==> src/rtl/note_player_pkg.sv <==
// Shared constants, state encoding and pitch-table helper for the note-event playback block.
package note_player_pkg;

  localparam int unsigned OCTAVE_BITS = 3;
  localparam int unsigned NOTE_BITS   = 3;
  localparam int unsigned LENGTH_BITS = 3;
  localparam int unsigned CLOCK_BITS  = 32;
  localparam int unsigned COUNT_BITS  = 32;

  localparam logic [NOTE_BITS-1:0]   NOTE_REST  = 3'd7;
  localparam logic [LENGTH_BITS-1:0] LENGTH_MAX = 3'd6;

  // Octave-0 fundamentals in centihertz, C..B
  localparam int unsigned F0_C = 1635;
  localparam int unsigned F0_D = 1835;
  localparam int unsigned F0_E = 2060;
  localparam int unsigned F0_F = 2183;
  localparam int unsigned F0_G = 2450;
  localparam int unsigned F0_A = 2750;
  localparam int unsigned F0_B = 3087;

  typedef enum logic [1:0] {StIdle, StWait, StPlay} state_e;

  // Octave-0 half-period in clk cycles; 0 for the rest code.
  function automatic logic [COUNT_BITS-1:0] half_period0(input longint unsigned clk_hz,
                                                         input logic [NOTE_BITS-1:0] note);
    longint unsigned f0;
    longint unsigned q;
    case (note)
      3'd0:    f0 = 64'(F0_C);
      3'd1:    f0 = 64'(F0_D);
      3'd2:    f0 = 64'(F0_E);
      3'd3:    f0 = 64'(F0_F);
      3'd4:    f0 = 64'(F0_G);
      3'd5:    f0 = 64'(F0_A);
      3'd6:    f0 = 64'(F0_B);
      default: f0 = 64'd0;
    endcase
    if (f0 == 64'd0) begin
      q = 64'd0;
    end else begin
      q = (clk_hz * 64'd100) / (64'd2 * f0);
    end
    return q[COUNT_BITS-1:0];
  endfunction

endpackage

==> src/rtl/note_player_tone_gen.sv <==
// Square-wave generator: toggles every `half` cycles while run is high, phase reset when low.
module tone_gen
  import note_player_pkg::*;
(
  input  logic                  clk,
  input  logic                  rst,
  input  logic                  run,
  input  logic [COUNT_BITS-1:0] half,
  output logic                  wave
);

  logic [COUNT_BITS-1:0] cnt_q;
  logic                  wave_q;
  logic                  wrap;

  // Widened compare so half == 0 degenerates to a toggle every cycle.
  assign wrap = ({1'b0, cnt_q} + {{COUNT_BITS{1'b0}}, 1'b1}) >= {1'b0, half};

  always_ff @(posedge clk or posedge rst) begin
    if (rst) begin
      cnt_q  <= '0;
      wave_q <= 1'b0;
    end else if (!run) begin
      cnt_q  <= '0;
      wave_q <= 1'b0;
    end else if (wrap) begin
      cnt_q  <= '0;
      wave_q <= ~wave_q;
    end else begin
      cnt_q  <= cnt_q + {{(COUNT_BITS-1){1'b0}}, 1'b1};
    end
  end

  assign wave = wave_q;

endmodule

==> src/rtl/note_player.sv <==
// Note-event playback: waits for the start timestamp, then plays a square tone for the length code.
// Define NOTE_PLAYER_ARTIC_EN to silence the last eighth of every note (articulation).
module note_player
  import note_player_pkg::*;
#(
  parameter int unsigned CLK_HZ       = 100_000_000,
  parameter int unsigned WHOLE_CYCLES = 200_000_000
) (
  input  logic                   clk,
  input  logic                   rst,
  input  logic                   en,
  input  logic                   in_valid,
  output logic                   in_ready,
  input  logic [OCTAVE_BITS-1:0] in_octave,
  input  logic [NOTE_BITS-1:0]   in_note,
  input  logic [LENGTH_BITS-1:0] in_length,
  input  logic [CLOCK_BITS-1:0]  in_clock,
  input  logic [CLOCK_BITS-1:0]  system_clock,
  output logic                   buzzer,
  output logic                   busy
);

  localparam logic [COUNT_BITS-1:0] HALF0 [8] = '{
    half_period0(64'(CLK_HZ), 3'd0), half_period0(64'(CLK_HZ), 3'd1),
    half_period0(64'(CLK_HZ), 3'd2), half_period0(64'(CLK_HZ), 3'd3),
    half_period0(64'(CLK_HZ), 3'd4), half_period0(64'(CLK_HZ), 3'd5),
    half_period0(64'(CLK_HZ), 3'd6), half_period0(64'(CLK_HZ), NOTE_REST)
  };
  localparam logic [COUNT_BITS-1:0] WHOLE = COUNT_BITS'(WHOLE_CYCLES);

  state_e                 state_q, state_d;
  logic [OCTAVE_BITS-1:0] octave_q;
  logic [NOTE_BITS-1:0]   note_q;
  logic [LENGTH_BITS-1:0] length_q;
  logic [LENGTH_BITS-1:0] length_eff;
  logic [CLOCK_BITS-1:0]  start_q;
  logic [COUNT_BITS-1:0]  dur_q;
  logic [COUNT_BITS-1:0]  half_q;
  logic                   accept;
  logic                   start_ok;
  logic                   play_done;
  logic                   enter_play;
  logic                   tone_run;
  logic                   wave;
  logic                   mute;

  assign length_eff = (in_length > LENGTH_MAX) ? LENGTH_MAX : in_length;
  assign accept     = in_valid && in_ready;
  assign start_ok   = (start_q == '0) || (system_clock >= start_q);
  assign play_done  = dur_q <= {{(COUNT_BITS-1){1'b0}}, 1'b1};
  assign enter_play = (state_q == StWait) && (state_d == StPlay);

`ifdef NOTE_PLAYER_ARTIC_EN
  logic [COUNT_BITS-1:0] full_dur;
  assign full_dur = WHOLE >> length_q;
  assign mute     = dur_q <= (full_dur >> 3);
`else
  assign mute = 1'b0;
`endif

  always_ff @(posedge clk or posedge rst) begin
    if (rst) begin
      state_q <= StIdle;
    end else begin
      state_q <= state_d;
    end
  end

  always_comb begin
    state_d = state_q;
    if (!en) begin
      state_d = StIdle;
    end else begin
      unique case (state_q)
        StIdle:  if (accept)    state_d = StWait;
        StWait:  if (start_ok)  state_d = StPlay;
        StPlay:  if (play_done) state_d = StIdle;
        default:                state_d = StIdle;
      endcase
    end
  end

  always_comb begin
    in_ready = (state_q == StIdle) && en;
    busy     = state_q != StIdle;
    tone_run = (state_q == StPlay) && (note_q != NOTE_REST);
    buzzer   = tone_run && en && wave && !mute;
  end

  always_ff @(posedge clk or posedge rst) begin
    if (rst) begin
      octave_q <= '0;
      note_q   <= '0;
      length_q <= '0;
      start_q  <= '0;
      dur_q    <= '0;
      half_q   <= '0;
    end else begin
      if (accept) begin
        octave_q <= in_octave;
        note_q   <= in_note;
        length_q <= length_eff;
        start_q  <= in_clock;
      end
      if (state_d == StIdle) begin
        dur_q  <= '0;
        half_q <= '0;
      end else if (enter_play) begin
        dur_q  <= WHOLE >> length_q;
        half_q <= HALF0[note_q] >> octave_q;
      end else if (state_q == StPlay) begin
        dur_q  <= dur_q - {{(COUNT_BITS-1){1'b0}}, 1'b1};
      end
    end
  end

  tone_gen u_tone_gen (
    .clk  (clk),
    .rst  (rst),
    .run  (tone_run),
    .half (half_q),
    .wave (wave)
  );

endmodule

==> config.mk <==
export PLATFORM = sky130hd
export DESIGN_NAME = note_player
export DESIGN_NICKNAME = d
export VERILOG_FILES = /design/src/rtl/note_player_pkg.sv /design/src/rtl/note_player_tone_gen.sv /design/src/rtl/note_player.sv
export SDC_FILE = /design/constraint.sdc
export NUM_CORES = 1
export LEC_CHECK = 0
export ABC_AREA = 1
export BUFFER_PORTS_ARGS = -buffer_cell sky130_fd_sc_hd__buf_2
export CORE_AREA = 4 4 180 182
export DETAILED_ROUTE_END_ITERATION = 6
export DIE_AREA = 0 0 184 186
export PLACE_DENSITY = 0.44
export SKIP_CTS_REPAIR_TIMING = 1
export SYNTH_ARGS = -nofsm -noshare
export SYNTH_HDL_FRONTEND = slang
export SYNTH_SLANG_ARGS = --single-unit
==> constraint.sdc <==
create_clock -name clk -period 5 [get_ports clk]
set_input_delay 0.5 -clock clk [delete_from_list [all_inputs] [get_ports clk]]
set_output_delay 0.5 -clock clk [all_outputs]
set_load 0.01 [all_outputs]
Word level (Yosys, flattened, before mapping)
Memory sizes are Yosys's and may differ from the RTL's.
Cells that the tools add are included.

cells by class
  $add $sub $neg = 3
  order comparisons = 5
  eq/ne operators = 5
  shift-type cells = 2
  muxes and demuxes = 17
  bitwise operators = 2
  reduce and logical (&&, ||, !) cells = 13

operators by type and width
  cell                                                             number
  2-to-1 mux 32 bit                                                9
  adder 32 x 1 -> 33 bit, second input constant                    1
  >= comparator 33 x 32 -> 1 bit                                   1
  adder 32 x 1 -> 32 bit, second input constant                    1
  >= comparator 32 bit                                             1
  less-or-equal comparator 32 x 1 -> 1 bit, second input constant  1
  logical NOT 32 bit                                               1
  right shift 28 x 3 -> 32 bit, first input constant               1
  right shift 32 x 3 -> 32 bit                                     1
  subtractor 32 x 1 -> 32 bit, second input constant               1
  2-to-1 mux 2 bit                                                 4
  logical AND 1 bit                                                6
  one-hot mux 2 bit (3 select lines)                               1
  == test 2 bit, second input constant                             2
  >= comparator 4 bit, second input constant                       1
  logical NOT 2 bit                                                2
  inverter 3 -> 4 bit                                              1
  nonzero test 2 bit                                               2
  greater-than comparator 3 bit, second input constant             1
  2-to-1 mux 3 bit                                                 1
  != test 3 bit, second input constant                             1
  nonzero test 3 bit                                               1
  == test 2 x 1 -> 1 bit, second input constant                    1
  2-to-1 mux 1 bit                                                 2
  other kinds (3)                                                  3

storage, ports and cells
  register bits after elaboration = 140
  memory bits (read-only) = 256
  input port bits = 77
  output and inout bits = 3
  word-level logic and storage cells = 57
  memories = 1

memory list
  name             words  width  rd ports  clocked after Yosys merged registers in  write ports  line                source
  (no name shown)  8      32     1         0                                        0            note_player.sv:110  half_q <= HALF0[note_q] >> octave_q;

Depth between registers and ports, before layout
  word-level depth = 10
  depth in mapped cells = 21
  gate-level depth less buffers = 21

Cells and area by module
From an unflattened synthesis, not the netlist that was laid out.

second synthesis, totals
  cells, all modules = 1373
  area total of the unflattened synthesis = 9626.7 um^2

by module, submodules not included
  module       instances  cells each  area each (um^2)  seq. area each (um^2)
  note_player  1          970         6807.8            2427.3
  tone_gen     1          403         2819.0            825.8

Worst setup path after synthesis
No wires, ideal clock.

  path kind = register to register
  start = reg u_tone_gen.cnt_q[0]
  end = reg u_tone_gen.cnt_q[6]
  library setup time = 0.069 ns
  arrival = 2.611 ns
  required time = 4.931 ns
  path slack = 2.320 ns
  stages on the path, launching flop included = 22
  path buffers = 1
  clock period less this slack = 2.680 ns
  path through = dfrtp_1 -> ha_1 -> nand3_1 -> inv_1 -> nand3_1 -> inv_2 -> or2_2 -> o21ai_0 -> inv_1 -> ha_1 -> a21oi_1 -> nor2_1 -> nor3_1 -> nand2_1 -> nand2_1 -> nand4_1 -> nand2_1 -> nand2_1 -> nand2_1 -> nand3_4 -> buf_6 -> nor2_2

on the way
  word-level cells in the longest chain between the ends = 4
  elaborated cells on any way between the ends = 5

ends and longest elaborated chain
  item                            line                        source
  from (decl)                     note_player_tone_gen.sv:12  logic [COUNT_BITS-1:0] cnt_q;
  from (signal assigned)          note_player_tone_gen.sv:30  cnt_q <= cnt_q + {{(COUNT_BITS-1){1'b0}}, 1'b1};
  adder 32 x 1 -> 33 bit          note_player_tone_gen.sv:17  assign wrap = ({1'b0, cnt_q} + {{COUNT_BITS{1'b0}}, 1'b1}) >= {1'b0, half};
  >= comparator 33 x 32 -> 1 bit  note_player_tone_gen.sv:17
  2-to-1 mux 32 bit (*)           note_player_tone_gen.sv:26  end else if (wrap) begin
  2-to-1 mux 32 bit (*)           note_player_tone_gen.sv:23  end else if (!run) begin

Every way passes the cells marked *; elsewhere a longest branch is shown, timed or not.
A chain may end at the register's enable or synchronous reset.

Final worst setup path
  start = reg u_tone_gen.cnt_q[0]
  end = reg u_tone_gen.wave_q (netlist: u_tone_gen.wave)

on the way
  word-level cells in the longest chain between the ends = 3

ends and longest elaborated chain
  item                            line                        source
  adder 32 x 1 -> 33 bit          note_player_tone_gen.sv:17
  >= comparator 33 x 32 -> 1 bit  note_player_tone_gen.sv:17
  != test 2 bit (no line)         --
  to (signal assigned)            note_player_tone_gen.sv:28  wave_q <= ~wave_q;
  to (decl)                       note_player_tone_gen.sv:13  logic wave_q;

Every way passes these cells.

==> load_flow_metrics.sql <==
INSERT INTO impl_metrics (metric_group, metric, value, unit) VALUES
('synth', 'yosys.cell_count.top_type', 'nand2_1', ''),
('synth', 'postSynth.asyncResetShare', '1.00', ''),
('critical_path', 'endpoint_kind', 'register', ''),
('timing', 'minimum_clock_period_after_layout', '3.34', 'ns'),
('synth', 'synth_enable_flop_cells', '0', ''),
('timing', 'setup_clock_skew_after_layout', '0.0110', 'ns'),
('synth', 'synth_top_cell_by_area', 'dfrtp_1', ''),
('worst_hold_path', 'min_path_type', 'primary input to asynchronous set/reset pin', ''),
('final_layout', 'post_route_cells_drive_above_1_share', '0.132', ''),
('grt', 'first_global_vias', '8050', ''),
('die', 'width_of_the_die', '184', 'µm'),
('critical_path', 'launching_instance_or_port_of_the_critical_path', 'u_tone_gen.cnt_q[0]$_DFF_PP0_', ''),
('synth', 'synth.top_cell.area_share', '0.356', ''),
('die', 'floorplan.rows', '64', ''),
('synth', 'synth.top_cells.by_count', 'nand2_1 (363), inv_1 (151), dfrtp_1 (130)', ''),
('routing', 'post_drt_wl_per_cell', '13.9', 'µm'),
('clock_network', 'clock_sink_count', '130', ''),
('synth', 'synthDistinctLibCells', '48', ''),
('final_layout', 'syn2layout_area_growth', '14.6', '%'),
('timing', 'tightestPinTransition', '0.859', 'ns'),
('synth', 'synthesis.instances', '1276', ''),
('die', 'core-area', '30600', 'µm²'),
('critical_path', 'critPathLaunchType', 'register', ''),
('clock_network', 'cts_inserted_buffers', '17', ''),
('timing', 'layout_worst_path_cycle_share', '0.668', ''),
('die', 'fp.dieArea', '34200', 'µm²'),
('outcome', 'outcome', 'finished, final reports clean', ''),
('final_layout', 'fin_util', '0.343', ''),
('synth', 'synth.avg_cell_area', '7.17', 'µm²'),
('placement', 'numPortBuffers', '79', ''),
('grt', 'track_usage', '0.147', ''),
('die', 'io-pin-count', '80', ''),
('clock_network', 'tritoncts_clock_tree', 'built', ''),
('routing', 'post-route-drc-count', '0', ''),
('placement', 'place.detailed.hpwl', '18000', 'µm'),
('power_and_ir_drop', 'leakagePower', '5.36', 'nW'),
('routing', 'drt_first_pass_iters', '5', ''),
('routing', 'detail_routed_via_count_per_cell', '4.58', ''),
('clock_network', 'cts.path.max_buffers', '2', ''),
('synth', 'post_synth_main_area_contributors', 'dfrtp_1 (36%), nand2_1 (15%), ha_1 (8.6%), inv_1 (6.2%), nand3_1 (5.2%)', ''),
('placement', 'globalplace.congestion', '0.841', ''),
('timing', 'fin_tns_setup', '0', 'ns'),
('synth', 'ys.warnings.count', '0', ''),
('power_and_ir_drop', 'pwr_density_cell', '639', 'nW/µm²'),
('timing', 'setup_viol', '0', ''),
('synth', 'synth_seq_area_share', '0.356', ''),
('synth', 'synth_ff_type', 'dfrtp_1', ''),
('final_layout', 'final_nets', '1482', ''),
('critical_path', 'r2r_setup_slack', '1.66', 'ns'),
('critical_path', 'worst_setup_path_endpoint', 'u_tone_gen.wave$_DFFE_PP0P_', ''),
('final_layout', 'number_of_antenna_diodes', '0', ''),
('critical_path', 'cp.arrival', '3.65', 'ns'),
('clock_network', 'path_clk_slew', '0.06', 'ns'),
('grt', 'antenna_found_initial', '1', ''),
('timing', 'fmax', '299', 'MHz'),
('routing', 'routed_wirelength', '24300', 'µm'),
('routing', 'first_iter_violations', '434', ''),
('critical_path', 'crit_path_max_fanout', '23', ''),
('synth', 'synth.cell_area', '9150', 'µm²'),
('critical_path', 'ff2ff_path_depth', '15', ''),
('flow_run', 'cap_viol_max_count', '0', ''),
('critical_path', 'worst_ep_required_time', '5.31', 'ns'),
('clock_network', 'clkLatencyLatePin', '0.43', 'ns'),
('timing', 'timing.slew.headroom', '0.427', ''),
('critical_path', 'regToRegStartpoint', 'u_tone_gen.cnt_q[0]$_DFF_PP0_', ''),
('timing', 'final-hold-violation-count', '0', ''),
('grt', 'grt-ovfl-total', '0', ''),
('power_and_ir_drop', 'ir_worst_vdd', '0.275', 'mV'),
('routing', 'dr_total_vias', '8012', ''),
('grt', 'grt_pass1_wl', '41200', 'µm'),
('synth', 'ys_seq_elements', '130', ''),
('critical_path', 'timing.setup.critical_path_class', 'register to register', ''),
('die', 'initial_core_util', '0.299', ''),
('critical_path', 'reg2reg_to', 'u_tone_gen.wave$_DFFE_PP0P_', ''),
('timing', 'final_report_max_slew_violation_count', '0', ''),
('die', 'floorplan.die.height', '186', 'µm'),
('routing', 'final_antenna_net_count', '0', ''),
('clock_network', 'ctsRootBufferMaster', 'clkbuf_16', ''),
('grt', 'maximum_number_of_pins_on_one_net_before_global_route_repair', '89', ''),
('clock_network', 'cts_htree_levels', '4', ''),
('timing', 'grt_setup_unrepaired', 'no', '');
[cell usage in the layout, fill, tap and decap left out, drive strengths merged, types with 4 or more instances in the layout]
cell     count
nand3       99
ha          63
clkbuf      21
or2         16
xnor2       14
inv        154
conb        10
nand2      369
xor2        36
o2111ai     13
a21oi       28
nor3        17
nand4       18
o21ai       93
dfrtp      130
buf         86
clkinv       4
nor2       148
[metal layers]
metal,up-vias,GRT usage,part of all wire
met4,2,0.0358,0.013
li1,4197,-,-
met5,-,0,0.00078
met2,103,0.234,0.45
met3,21,0.0289,0.029
met1,3689,0.207,0.51
[cells by family after synthesis]
group / after synthesis / share of synthesized area
flip-flops: 130 / 0.356
other: 1 / 0.000410
AND/OR/NAND/NOR: 678 / 0.323
buffers and inverters: 202 / 0.0900
AO/OA/AOI/OAI: 149 / 0.0929
adder cells (fa/ha/maj): 63 / 0.0862
multiplexers: 3 / 0.00328
XOR/XNOR: 50 / 0.0487
[worst max-delay path, cell delays in order, from the launching register on]
cell	delay, ns
dfrtp_1	0.42
ha_1	0.22
nand3_1	0.12
nor3_1	0.49
nand2_1	0.13
xor2_1	0.27
inv_1	0.08
ha_1	0.32
a21oi_1	0.15
o21ai_0	0.10
a41oi_1	0.17
nand2_1	0.10
nand2_1	0.12
nand3_4	0.34
nand2_1	0.15
nand2_1	0.05
[power by group]
part,internal (mW),switching (mW)
registers,1.33,0.312
logic,1.37,2.40
clock network,0.804,0.481
[flip-flops by register name, summed over array words and instances, names as in the netlist]
signal / count
dur_q: 32
half_q: 22
length_q: 3
note_q: 3
octave_q: 3
start_q: 32
state_q: 2
u_tone_gen.cnt_q: 32
u_tone_gen.wave: 1
[stage by stage]
step | hold WS [ns] | setup slack (ns) | cells | instance area (µm²) | power [mW]
6_report | 0.243 | 1.66 | 1749 | 10500 | 6.70
5_1_grt | 0.275 | 1.30 | 1749 | 10500 | 7.47
4_1_cts | 0.266 | 1.65 | 1749 | 10500 | 6.78
3_5_place_dp | 0.488 | 1.68 | 1719 | 9890 | 5.46
3_3_place_gp | 0.484 | 1.73 | 1719 | 9890 | 5.44
2_1_floorplan | 0.469 | 1.03 | 1285 | 9180 | 4.64
[how the worst min path moves through the flow]
stage / end / slack, ns / depth (start not counted)
after global placement: half_q[8]$_DFFE_PP0P_ / 0.48 / 2
after CTS: start_q[5]$_DFFE_PP0P_ / 0.27 / 3
final: u_tone_gen.cnt_q[25]$_DFF_PP0_ / 0.24 / 2
after detailed placement: half_q[16]$_DFFE_PP0P_ / 0.49 / 2
after floorplan: half_q[10]$_DFFE_PP0P_ / 0.47 / 2
after global routing: start_q[5]$_DFFE_PP0P_ / 0.27 / 3
[layout make-up]
| type | count | area, µm² |
|---|---|---|
| Inverter | 154 | 583 |
| Tap cell | 396 | 495 |
| Timing Repair Buffer | 86 | 448 |
| Fill cell | 3362 | 20100 |
| Multi-Input combinational cell | 953 | 5110 |
| Clock buffer | 21 | 460 |
| Sequential cell | 130 | 3250 |
| Clock inverter | 9 | 133 |
Note: power is estimated with default switching activity, not from simulation.
